### config.mk
export PLATFORM = sky130hd
export DESIGN_NAME = uart_tx_arbiter
export DESIGN_NICKNAME = d
export VERILOG_FILES = /design/src/rtl/uart_tx_arbiter.sv
export SDC_FILE = /design/constraint.sdc
export NUM_CORES = 1
export LEC_CHECK = 0
export ABC_AREA = 0
export CAP_MARGIN = 20
export CORE_MARGIN = 1.5
export CORE_UTILIZATION = 50
export CTS_CLUSTER_DIAMETER = 200
export DETAILED_ROUTE_END_ITERATION = 8
export MAX_ROUTING_LAYER = met4
export PLACE_DENSITY = 0.79
export SETUP_SLACK_MARGIN = 0.4
export SLEW_MARGIN = 10
export SYNTH_ARGS = -nofsm -noshare
export SYNTH_HDL_FRONTEND = slang
export SYNTH_SLANG_ARGS = --single-unit
export TNS_END_PERCENT = 50
### constraint.sdc
create_clock -name clock -period 2.1 [get_ports clock]
set_input_delay 0.63 -clock clock [delete_from_list [all_inputs] [get_ports clock]]
set_output_delay 0.63 -clock clock [all_outputs]
set_load 0.1 [all_outputs]
### src/rtl/uart_tx_arbiter.sv
// uart_tx_arbiter
//
// Shares one byte-wide UART transmitter (8N1 serializer with a valid/ready input) among N
// byte-stream requesters. Arbitration is round-robin at packet granularity. A grant is held
// until the owner's last byte is accepted or MAX_BYTES bytes have been accepted. After each
// release, the arbiter waits GAP_CYCLES idle cycles before it arbitrates again.
//
// Parameters:
//   N           number of requester ports (2..8)
//   MAX_BYTES   bytes per grant before a forced release (1..255)
//   GAP_CYCLES  idle cycles after each released grant (0..65535)
//
// Ports:
//   clock         system clock; all logic uses the rising edge
//   reset         synchronous, active-low
//   io_in_valid   per-requester byte valid
//   io_in_bits    byte of requester i at [8i+7:8i]
//   io_in_last    per-requester last-byte-of-packet flag
//   io_in_ready   per-requester accept; only the owner can see ready
//   io_out_valid  byte to serializer valid
//   io_out_bits   byte to serializer; zero when io_out_valid is low
//   io_out_ready  serializer accepts byte
//   io_grant      one-hot current owner; zero when there is no owner
//   io_busy       high while a grant or an idle gap is in progress

module uart_tx_arbiter #(
  parameter int unsigned N          = 2,
  parameter int unsigned MAX_BYTES  = 16,
  parameter int unsigned GAP_CYCLES = 40
) (
  input  logic           clock,
  input  logic           reset,
  input  logic [N-1:0]   io_in_valid,
  input  logic [8*N-1:0] io_in_bits,
  input  logic [N-1:0]   io_in_last,
  output logic [N-1:0]   io_in_ready,
  output logic           io_out_valid,
  output logic [7:0]     io_out_bits,
  input  logic           io_out_ready,
  output logic [N-1:0]   io_grant,
  output logic           io_busy
);

  localparam int unsigned     PtrW     = (N > 1) ? $clog2(N) : 1;
  localparam logic [PtrW-1:0] PtrLast  = PtrW'(N - 1);
  // Release fires on the transfer that brings the count to MAX_BYTES.
  localparam logic [7:0]      ByteLast = 8'(MAX_BYTES - 1);
  localparam logic [15:0]     GapLast  = (GAP_CYCLES == 0) ? 16'd0 : 16'(GAP_CYCLES - 1);

  typedef enum logic [1:0] {
    StIdle,
    StGrant,
    StGap
  } state_e;

  state_e          state_q, state_d;
  logic [N-1:0]    grant_q, grant_d;
  // Holds the last winner; while granting it is also the owner's index.
  logic [PtrW-1:0] ptr_q, ptr_d;
  logic [7:0]      byte_cnt_q, byte_cnt_d;
  logic [15:0]     gap_cnt_q, gap_cnt_d;

  // Round-robin search
  logic            arb_found;
  logic [PtrW-1:0] arb_idx;
  logic [PtrW-1:0] cand;
  logic [N-1:0]    arb_onehot;

  // Owner's request lines
  logic            sel_valid;
  logic            sel_last;
  logic [7:0]      sel_bits;

  logic            xfer;
  logic            rel;

  // Scan from ptr+1 upward with an explicit wrap at N-1, so non-power-of-two N never
  // lands on an index that has no port.
  always_comb begin
    arb_found = 1'b0;
    arb_idx   = ptr_q;
    cand      = ptr_q;
    for (int unsigned k = 0; k < N; k++) begin
      cand = (cand == PtrLast) ? '0 : cand + 1'b1;
      if (!arb_found && io_in_valid[cand]) begin
        arb_found = 1'b1;
        arb_idx   = cand;
      end
    end
    arb_onehot = '0;
    for (int unsigned i = 0; i < N; i++) begin
      arb_onehot[i] = (arb_idx == PtrW'(i));
    end
  end

  always_comb begin
    sel_valid = 1'b0;
    sel_last  = 1'b0;
    sel_bits  = 8'h00;
    for (int unsigned i = 0; i < N; i++) begin
      if (ptr_q == PtrW'(i)) begin
        sel_valid = io_in_valid[i];
        sel_last  = io_in_last[i];
        sel_bits  = io_in_bits[8*i +: 8];
      end
    end
  end

  always_comb begin
    state_d      = state_q;
    grant_d      = grant_q;
    ptr_d        = ptr_q;
    byte_cnt_d   = byte_cnt_q;
    gap_cnt_d    = gap_cnt_q;
    io_out_valid = 1'b0;
    io_out_bits  = 8'h00;
    io_in_ready  = '0;
    xfer         = 1'b0;
    rel          = 1'b0;

    unique case (state_q)
      StIdle: begin
        if (arb_found) begin
          state_d    = StGrant;
          grant_d    = arb_onehot;
          ptr_d      = arb_idx;
          byte_cnt_d = 8'd0;
        end
      end

      StGrant: begin
        // Combinational pass-through from the owner to the serializer.
        io_out_valid = sel_valid;
        io_out_bits  = sel_valid ? sel_bits : 8'h00;
        io_in_ready  = grant_q & {N{io_out_ready}};
        xfer         = sel_valid & io_out_ready;
        rel          = xfer & (sel_last | (byte_cnt_q == ByteLast));
        if (xfer) begin
          byte_cnt_d = byte_cnt_q + 8'd1;
        end
        if (rel) begin
          grant_d   = '0;
          gap_cnt_d = 16'd0;
          state_d   = (GAP_CYCLES == 0) ? StIdle : StGap;
        end
      end

      StGap: begin
        gap_cnt_d = gap_cnt_q + 16'd1;
        if (gap_cnt_q == GapLast) begin
          state_d = StIdle;
        end
      end

      default: begin
        state_d = StIdle;
        grant_d = '0;
      end
    endcase
  end

  always_ff @(posedge clock) begin
    if (!reset) begin
      state_q    <= StIdle;
      grant_q    <= '0;
      ptr_q      <= PtrLast;
      byte_cnt_q <= 8'd0;
      gap_cnt_q  <= 16'd0;
    end else begin
      state_q    <= state_d;
      grant_q    <= grant_d;
      ptr_q      <= ptr_d;
      byte_cnt_q <= byte_cnt_d;
      gap_cnt_q  <= gap_cnt_d;
    end
  end

  assign io_grant = grant_q;
  assign io_busy  = (state_q != StIdle);

endmodule

==> impl_metrics.json, run 1 <==
{
  "dr.max_layer_used": "met4",
  "grt_antenna_before_repair": 0,
  "num_vias": 2032,
  "finalCritPeriodShare_pct": 102,
  "fmax_ghz": 0.467,
  "synth-edff-count": 0,
  "post_route_cells_drive_above_1_share_pct": 38.6,
  "power-per-cell-area_nw_per_um2": 590,
  "netlist-cell-type-count": 46,
  "ir_drop_mv": 0.495,
  "wirelength_um": 6280,
  "detail_route.drc_violations": 0,
  "io-pin-count": 37,
  "synth-seq-cells": 29,
  "dp_worst_setup_slack_ps": -370,
  "report.final.slew_viol_count": 0,
  "p_total_mw": 1.69,
  "die-area_um2": 3800,
  "diodes": 0,
  "syn-cell-area_um2": 1720,
  "cap_violations": 0,
  "clock-sinks": 29,
  "yosys.area.top_type": "dfxtp_1",
  "synthFlopType": "dfxtp_1",
  "finalHoldViolCount": 0,
  "mostFrequentLayoutCell": "buf_4",
  "final_cells": 326,
  "grt_start_max_net_pins": 19,
  "filler_cells_inserted": 172,
  "grt_first_pass_wirelength_um": 8350,
  "synth_area_per_cell_um2": 8.05,
  "dr.pass1.iters": 4,
  "design_area_um2": 2870,
  "floorplan.rows": 21,
  "detailed_place_hpwl_um": 3690,
  "ctsLongestPathBuffers": 2,
  "layout_min_cycle_time_ps": 2140,
  "areaGrowthSynthToFinish_pct": 66.9,
  "finalNetCount": 304,
  "grt_usage_pct": 31.4,
  "sequential_cell_area_um2": 597,
  "cp.required_ps": 1470,
  "die_height_um": 61.7,
  "drt-met1-wl_um": 2490,
  "numCtsBuffers": 5,
  "htree_levels": 2,
  "detailroute.wirelength.met2_um": 3240,
  "first_global_vias": 1802,
  "clock_tree_from_tritoncts": "done",
  "timing.hold.worst.class": "flip-flop to flip-flop",
  "outcome": "finished, violations left",
  "gr-total-overflow": 0,
  "summed_negative_setup_slack_over_all_endpoints_ps": -81.9,
  "route.met3.wl_um": 328,
  "dieWidth_um": 61.7,
  "finish_stage_setup_viols": 2,
  "clk_pin_slew_ps": 100,
  "synth_seq_area_share_pct": 33.7,
  "placement.io_buffers": 36,
  "insertion_delay_ps": 350,
  "floorplan.initialDensity_pct": 52.0,
  "post-synth-top-area-fraction_pct": 33.7,
  "failing_checks": "negative setup slack",
  "ys_warn_count": 0,
  "slew_worst_pin_ps": 389,
  "drt_first_iter_violations": 226,
  "cp.arrival_ps": 1510,
  "drt-wirelength-per-cell_um": 19.3,
  "synthesized_instance_count": 214,
  "core_um2": 3310,
  "synth_top_cells_by_area": "dfxtp_1 (34%), mux2i_1 (6.4%), nor2_1 (5.0%)",
  "final_critical_path_setup_slack_ps": -42.1,
  "synth_nets": 239,
  "fin_worst_skew_ps": 11.1,
  "cp-end-kind": "output pin",
  "place.gp.congestion": 0.914,
  "p_leak_nw": 1.05,
  "rsz_0062_raised_after_global_routing": "true",
  "final_antenna_net_count": 0,
  "place_inst": 311,
  "cts.hold.buffers_added": 0,
  "most-common-layout-cells": "buf_4 (24), dfxtp_1 (22), dlygate4sd2_1 (16)",
  "asyncSetResetFlopFracSynth_pct": 0,
  "maximum_fanout_count_along_the_critical_path": 12,
  "cp-start-kind": "flip-flop",
  "placed_cell_area_um2": 2500,
  "multi_input_comb_area_um2": 1360,
  "viasPerCell": 6.23,
  "timing.slew.headroom_pct": 73.8,
  "clockRootBuffer": "clkbuf_4",
  "critPathKind": "flip-flop to output pin"
}
-- path summary, 6_finish.rpt --
kind | cells after the start | to | slack [ps] | start
worst max register to register | 5 | byte_cnt_q[7] | 360 | ptr_q
worst min-delay path | 2 | gap_cnt_q[15] | 500 | gap_cnt_q[15]
worst max-delay path | 4 | io_out_bits[2] | -40 | ptr_q
worst min register to register | 2 | gap_cnt_q[15] | 500 | gap_cnt_q[15]
-- area by class of cell --
type | instances | area share, %
multi-input cells | 169 | 47.3
repair buffers | 67 | 25.9
flip-flops and latches | 29 | 20.8
well taps | 46 | 2.00
clock buffers | 7 | 1.92
clock inverters | 1 | 1.04
inverters | 7 | 1.04
-- metrics by stage --
| step | hold slack (ps) | util [%] |
|---|---|---|
| 4_1_cts | 495 | 81.7 |
| 3_5_place_dp | 481 | 75.5 |
| 3_3_place_gp | 462 | 75.5 |
| 6_report | 501 | 86.8 |
| 5_1_grt | 513 | 86.8 |
| 2_1_floorplan | 446 | - |
-- critical path, cell delays in order, from the launching register on --
cell and delay, ps:
dfxtp_4 380, buf_8 210, mux2i_2 340, nor2_4 60, buf_12 170
-- kinds of logic after synthesis --
logic type / synth area share [%]
AO/OA/AOI/OAI: 23.5
flip-flops: 33.7
multiplexers: 7.70
AND/OR/NAND/NOR: 27.9
adder cells (fa/ha/maj): 1.45
XOR/XNOR: 1.02
buffers and inverters: 4.72
-- metal layers --
metal	vias up	track usage, %
li1	950	-
met1	967	39.2
met2	90	47.8
met3	25	7.98
met4	0	13.7
met5	-	-
-- repair_timing --
| item | in CTS | in global routing |
|---|---|---|
| resized for setup | 55 | 30 |
| buffers inserted | 2 | 4 |
| endpoints found under the setup margin | 40 | 31 |
| pin swaps | 10 | 7 |
| cloned | 1 | 0 |
-- Yosys cell counts, types with 2 or more instances --
master	instances
a211oi_1	3
a21boi_0	2
a21oi_1	10
a311o_1	2
a31oi_1	6
and3_1	5
buf_6	2
clkbuf_1	5
dfxtp_1	29
ha_1	2
inv_1	7
mux2_2	2
mux2i_1	11
nand2_1	16
nand2b_1	3
nand3_1	10
nand4_1	9
nor2_1	23
nor3_1	7
nor4_1	6
o211ai_1	4
o21a_1	2
o21ai_0	13
o31ai_1	7
or2_2	3
or4_1	4
xnor2_1	2
-- registers in the layout, indices dropped and copies added, names as in the netlist --
name        count
gap_cnt_q      16
byte_cnt_q      8
io_grant        2
state_q         2
ptr_q           1
-- report_power, final --
| part | switching, mW | internal (mW) |
|---|---|---|
| logic | 0.361 | 0.262 |
| registers | 0.0142 | 0.562 |
| clock network | 0.212 | 0.284 |
| total | 0.587 | 1.11 |
Note: power is estimated with default switching activity, not from simulation.
==> run 2: changes to the inputs <==
CORE_UTILIZATION = 52   (was 50)
CTS_BUF_LIST = sky130_fd_sc_hd__clkbuf_2 sky130_fd_sc_hd__clkbuf_4 sky130_fd_sc_hd__clkbuf_8   (was not set)
PLACE_DENSITY = 0.81   (was 0.79)
==> impl_metrics.json, run 2 (synthesis results as in run 1) <==
{
  "finalHoldViolCount": 0,
  "cp-end-kind": "output pin",
  "rsz_0062_raised_after_global_routing": "true",
  "fin_worst_skew_ps": 21.8,
  "final_critical_path_setup_slack_ps": -158,
  "multi_input_comb_area_um2": 1370,
  "timing.slew.headroom_pct": 63.9,
  "failing_checks": "negative setup slack",
  "slew_worst_pin_ps": 537,
  "viasPerCell": 7.52,
  "crit_slowest_cell": "dfxtp_2",
  "outcome": "finished, violations left",
  "areaGrowthSynthToFinish_pct": 65.6,
  "layout_min_cycle_time_ps": 2260,
  "first_global_vias": 2131,
  "switchingPower_mw": 0.650,
  "floorplan.rows": 20,
  "clk_pin_slew_ps": 100,
  "clock_tree_from_tritoncts": "done",
  "placement.io_buffers": 36,
  "insertion_delay_ps": 390,
  "grt_start_max_net_pins": 12,
  "grt_antenna_before_repair": 0,
  "grt_first_pass_wirelength_um": 10500,
  "gr-total-overflow": 0,
  "most-common-layout-cells": "buf_4 (25), dfxtp_1 (20), dlygate4sd2_1 (16)",
  "timing.hold.worst.class": "flip-flop to flip-flop",
  "die_height_um": 60.5,
  "ctsLongestPathBuffers": 2,
  "dr.pass1.iters": 8,
  "power-per-cell-area_nw_per_um2": 612,
  "drt_first_iter_violations": 395,
  "die-area_um2": 3670,
  "regMostFlops": "gap_cnt_q",
  "summed_negative_setup_slack_over_all_endpoints_ps": -1120,
  "finish_stage_setup_viols": 11,
  "htree_levels": 2,
  "fin_hold_ws_ps": 527,
  "p_int_mw": 1.09,
  "cp.arrival_ps": 1630,
  "dieWidth_um": 60.5,
  "io-pin-count": 37,
  "floorplan.initialDensity_pct": 55.5,
  "ir_drop_mv": 0.512,
  "wirelength_um": 8930,
  "fmax_ghz": 0.443,
  "diodes": 0,
  "filler_cells_inserted": 123,
  "p_leak_nw": 1.02,
  "num_vias": 2429,
  "clock_power_share_pct": 30.1,
  "detail_route.drc_violations": 0,
  "report.final.slew_viol_count": 0,
  "numCtsBuffers": 5,
  "sequential_cell_area_um2": 597,
  "seq_power_share_pct": 33.2,
  "crit_chain": "nor2b_4 > buf_6 > nand2_4 > nor2_4 > buf_12",
  "finalCritPeriodShare_pct": 108,
  "post_route_cells_drive_above_1_share_pct": 41.9,
  "finalNetCount": 303,
  "place.gp.congestion": 0.867,
  "cp-start-kind": "flip-flop",
  "core_um2": 3100,
  "drt-wirelength-per-cell_um": 27.6,
  "clock-sinks": 29,
  "critPathKind": "flip-flop to output pin",
  "detailed_place_hpwl_um": 3810,
  "cap_violations": 0,
  "biggestRegsByFlops": "gap_cnt_q x16, byte_cnt_q x8",
  "mostFrequentLayoutCell": "buf_4",
  "grt_usage_pct": 39.7,
  "netSwitchingFraction_pct": 37.3,
  "combinationalPowerShare_pct": 36.7,
  "cp.required_ps": 1470,
  "final_antenna_net_count": 0,
  "longest_individual_stage_delay_on_the_worst_path_ps": 360,
  "number_of_flip_flops_under_the_largest_register_name": 16,
  "maximum_fanout_count_along_the_critical_path": 5,
  "clockRootBuffer": "clkbuf_4"
}
-- run 2: area by class of cell --
cell class / instances / share of cell area (%)
clock buffers: 6 / 1.80
multi-input cells: 169 / 47.9
well taps: 44 / 1.93
repair buffers: 66 / 25.1
inverters: 7 / 1.05
flip-flops and latches: 29 / 20.9
clock inverters: 2 / 1.32
-- run 2: worst max-delay path, delay by kind of cell, from the launching register on --
kind | cells | cell delay (ps)
buffers and inverters | 2 | 380
flip-flops | 1 | 360
AND/OR/NAND/NOR | 3 | 510
-- run 2: metal layers --
metal / global-route usage [%] / part of all wire [%] / vias to the layer above
li1: - / - / 942
met1: 44.6 / 31 / 1088
met3: 7.68 / 13 / 118
met5: - / 0 / -
met2: 66.3 / 46 / 281
met4: 21.7 / 10 / 0
-- run 2: path summary, 6_finish.rpt --
kind | startpoint | to | slack (ps) | cells after the start
setup / recovery | state_q[0] | io_out_bits[6] | -160 | 5
hold / removal | byte_cnt_q[0] | byte_cnt_q[0] | 530 | 2
setup reg to reg | ptr_q | io_grant[1] | 160 | 5
hold reg to reg | byte_cnt_q[0] | byte_cnt_q[0] | 530 | 2
-- run 2: per-stage QoR --
stage / utilization, % / setup WS, ps / cells / total power [mW] / cell area, µm²
2_1_floorplan: - / -57.2 / 214 / 0.894 / 1810
3_3_place_gp: 79.3 / -338 / 304 / 1.08 / 2460
3_5_place_dp: 79.3 / -366 / 304 / 1.09 / 2460
4_1_cts: 88.1 / -16.0 / 321 / 1.63 / 2740
5_1_grt: 91.9 / -167 / 323 / 1.77 / 2850
6_report: 91.9 / -158 / 323 / 1.75 / 2850
-- run 2: power by group through the flow --
stage / clock [mW] / combinational (mW) / sequential (mW)
after floorplan: 0 / 0.284 / 0.610
after global placement: 0 / 0.495 / 0.586
after detailed placement: 0 / 0.506 / 0.586
after CTS: 0.496 / 0.561 / 0.577
after global routing: 0.540 / 0.652 / 0.580
final: 0.525 / 0.641 / 0.579
-- run 2: timing repair --
item                                    4_1_cts  5_1_grt
pin swaps                                    13        5
endpoints found under the hold margin         0        0
resized for setup                            58       27
endpoints found under the setup margin       40       34
setup buffers                                 8        2
gates cloned                                  1        0
hold buffers                                  0        0
==> run 3: changes to the inputs <==
CORE_MARGIN = 1   (was 1.5)
==> impl_metrics.json, run 3 (synthesis results as in run 1) <==
{
  "diodes": 0,
  "gr-total-overflow": 0,
  "regMostFlops": "gap_cnt_q",
  "dp_worst_setup_slack_ps": -407,
  "floorplan.rows": 20,
  "crit_slowest_cell": "dfxtp_4",
  "multi_input_comb_area_um2": 1290,
  "dr.pass1.iters": 5,
  "placement.io_buffers": 36,
  "sequential_cell_area_um2": 592,
  "floorplan.initialDensity_pct": 55.5,
  "netSwitchingFraction_pct": 35.0,
  "final_antenna_net_count": 0,
  "fmax_ghz": 0.466,
  "p_leak_nw": 0.996,
  "rsz_0062_raised_after_global_routing": "true",
  "cts.hold.buffers_added": 0,
  "crit_chain": "buf_8 > mux2i_4 > nor2_4 > buf_12",
  "dieWidth_um": 59.5,
  "worst_path_dominant_cell_family": "flip-flops",
  "grt_start_max_net_pins": 19,
  "slew_worst_pin_ps": 475,
  "critPathKind": "flip-flop to output pin",
  "grt_first_pass_wirelength_um": 9210,
  "longest_individual_stage_delay_on_the_worst_path_ps": 390,
  "viasPerCell": 6.51,
  "route.met3.wl_um": 476,
  "core_um2": 3100,
  "clock_power_share_pct": 30.1,
  "io-pin-count": 37,
  "worst-path-buf-inv": 2,
  "cp.required_ps": 1470,
  "report.final.slew_viol_count": 0,
  "seq_power_share_pct": 34.6,
  "finalHoldViolCount": 0,
  "clockRootBuffer": "clkbuf_4",
  "layout_min_cycle_time_ps": 2150,
  "most-common-layout-cells": "dfxtp_1 (22), buf_4 (21), nand2_1 (15)",
  "fin_worst_skew_ps": 8.36,
  "drt-wirelength-per-cell_um": 20.7,
  "biggestRegsByFlops": "gap_cnt_q x16, byte_cnt_q x8",
  "detailed_place_hpwl_um": 4030,
  "cp-end-kind": "output pin",
  "p_int_mw": 1.08,
  "drt_first_iter_violations": 275,
  "numCtsBuffers": 5,
  "outcome": "finished, violations left",
  "finalCritPeriodShare_pct": 102,
  "clk_pin_slew_ps": 100,
  "detailroute.wirelength.met2_um": 3350,
  "grt_antenna_before_repair": 0,
  "wirelength_um": 6570,
  "number_of_flip_flops_under_the_largest_register_name": 16,
  "final_critical_path_setup_slack_ps": -47.0,
  "summed_negative_setup_slack_over_all_endpoints_ps": -184,
  "areaGrowthSynthToFinish_pct": 59.8,
  "die_height_um": 59.5,
  "failing_checks": "negative setup slack",
  "p_total_mw": 1.67,
  "timing.slew.headroom_pct": 68.1,
  "power-per-cell-area_nw_per_um2": 606,
  "combinationalPowerShare_pct": 35.3,
  "finish_stage_setup_viols": 7,
  "ir_drop_mv": 0.514,
  "cap_violations": 0,
  "grt_usage_pct": 37.0,
  "drt-met1-wl_um": 2400,
  "num_vias": 2069,
  "die-area_um2": 3550,
  "cp.arrival_ps": 1520,
  "clock-sinks": 29,
  "clock_tree_from_tritoncts": "done",
  "post_route_cells_drive_above_1_share_pct": 37.2,
  "htree_levels": 2,
  "ctsLongestPathBuffers": 2,
  "cp-start-kind": "flip-flop",
  "place.gp.congestion": 0.851,
  "detail_route.drc_violations": 0,
  "first_global_vias": 1941,
  "timing.hold.worst.class": "flip-flop to flip-flop",
  "mostFrequentLayoutCell": "dfxtp_1",
  "finalNetCount": 298,
  "switchingPower_mw": 0.583,
  "dr.max_layer_used": "met4",
  "filler_cells_inserted": 152,
  "maximum_fanout_count_along_the_critical_path": 9,
  "insertion_delay_ps": 350
}
==> run 3: cell count changes in the layout (fill, tap and decap cells not counted), sizes merged <==
cell           change
clkdlybuf4s50      +4
dlygate4sd2        -6
dlymetal6s2s       +3
buf                -5
clkdlybuf4s15      -1
==> run 3: worst paths after layout <==
kind | from | to | slack (ps) | depth (start not counted)
min | gap_cnt_q[15] | gap_cnt_q[15] | 510 | 2
max | ptr_q | io_out_bits[7] | -50 | 4
max reg2reg | ptr_q | gap_cnt_q[6] | 370 | 6
min reg2reg | gap_cnt_q[15] | gap_cnt_q[15] | 510 | 2
==> run 3: worst min-delay path: stages (launching register included) <==
cell and delay, ps:
dfxtp_1 340, nand2_1 60, o31ai_1 70
==> run 3: final cells by class <==
class,count,share of cell area [%]
inverter,7,1.09
multi-input combinational,169,46.9
clock inverter,2,1.36
timing repair buffer,61,25.3
sequential,29,21.5
clock buffer,6,1.86
tap,44,2.00
==> run 3: metrics by stage <==
step | instance area [µm²] | hold WS, ps | utilization, % | cells
finish | 2750 | 506 | 88.7 | 318
global route | 2750 | 529 | 88.7 | 318
CTS | 2640 | 488 | 85.0 | 316
detailed placement | 2470 | 471 | 79.6 | 305
global placement | 2470 | 459 | 79.6 | 305
floorplan | 1810 | 446 | - | 214
==> run 3: routing by layer <==
layer  global-route usage, %  vias to the layer above
met3                    9.83                       38
met1                    39.1                      972
met5                       -                        -
li1                        -                      936
met2                    62.0                      123
met4                    21.3                        0
==> run 3: power groups by stage <==
stage               Clock, mW  Sequential (mW)  Combinational (mW)
global route            0.532            0.578               0.603
global placement            0            0.585               0.500
finish                  0.502            0.577               0.589
floorplan                   0            0.610               0.284
detailed placement          0            0.586               0.513
CTS                     0.500            0.576               0.546
==> run 3: timing repair <==
item	CTS	global route
gates resized for setup	42	22
pin swaps	6	8
setup buffers	2	2
setup endpoints to repair	40	35
cloned	1	0
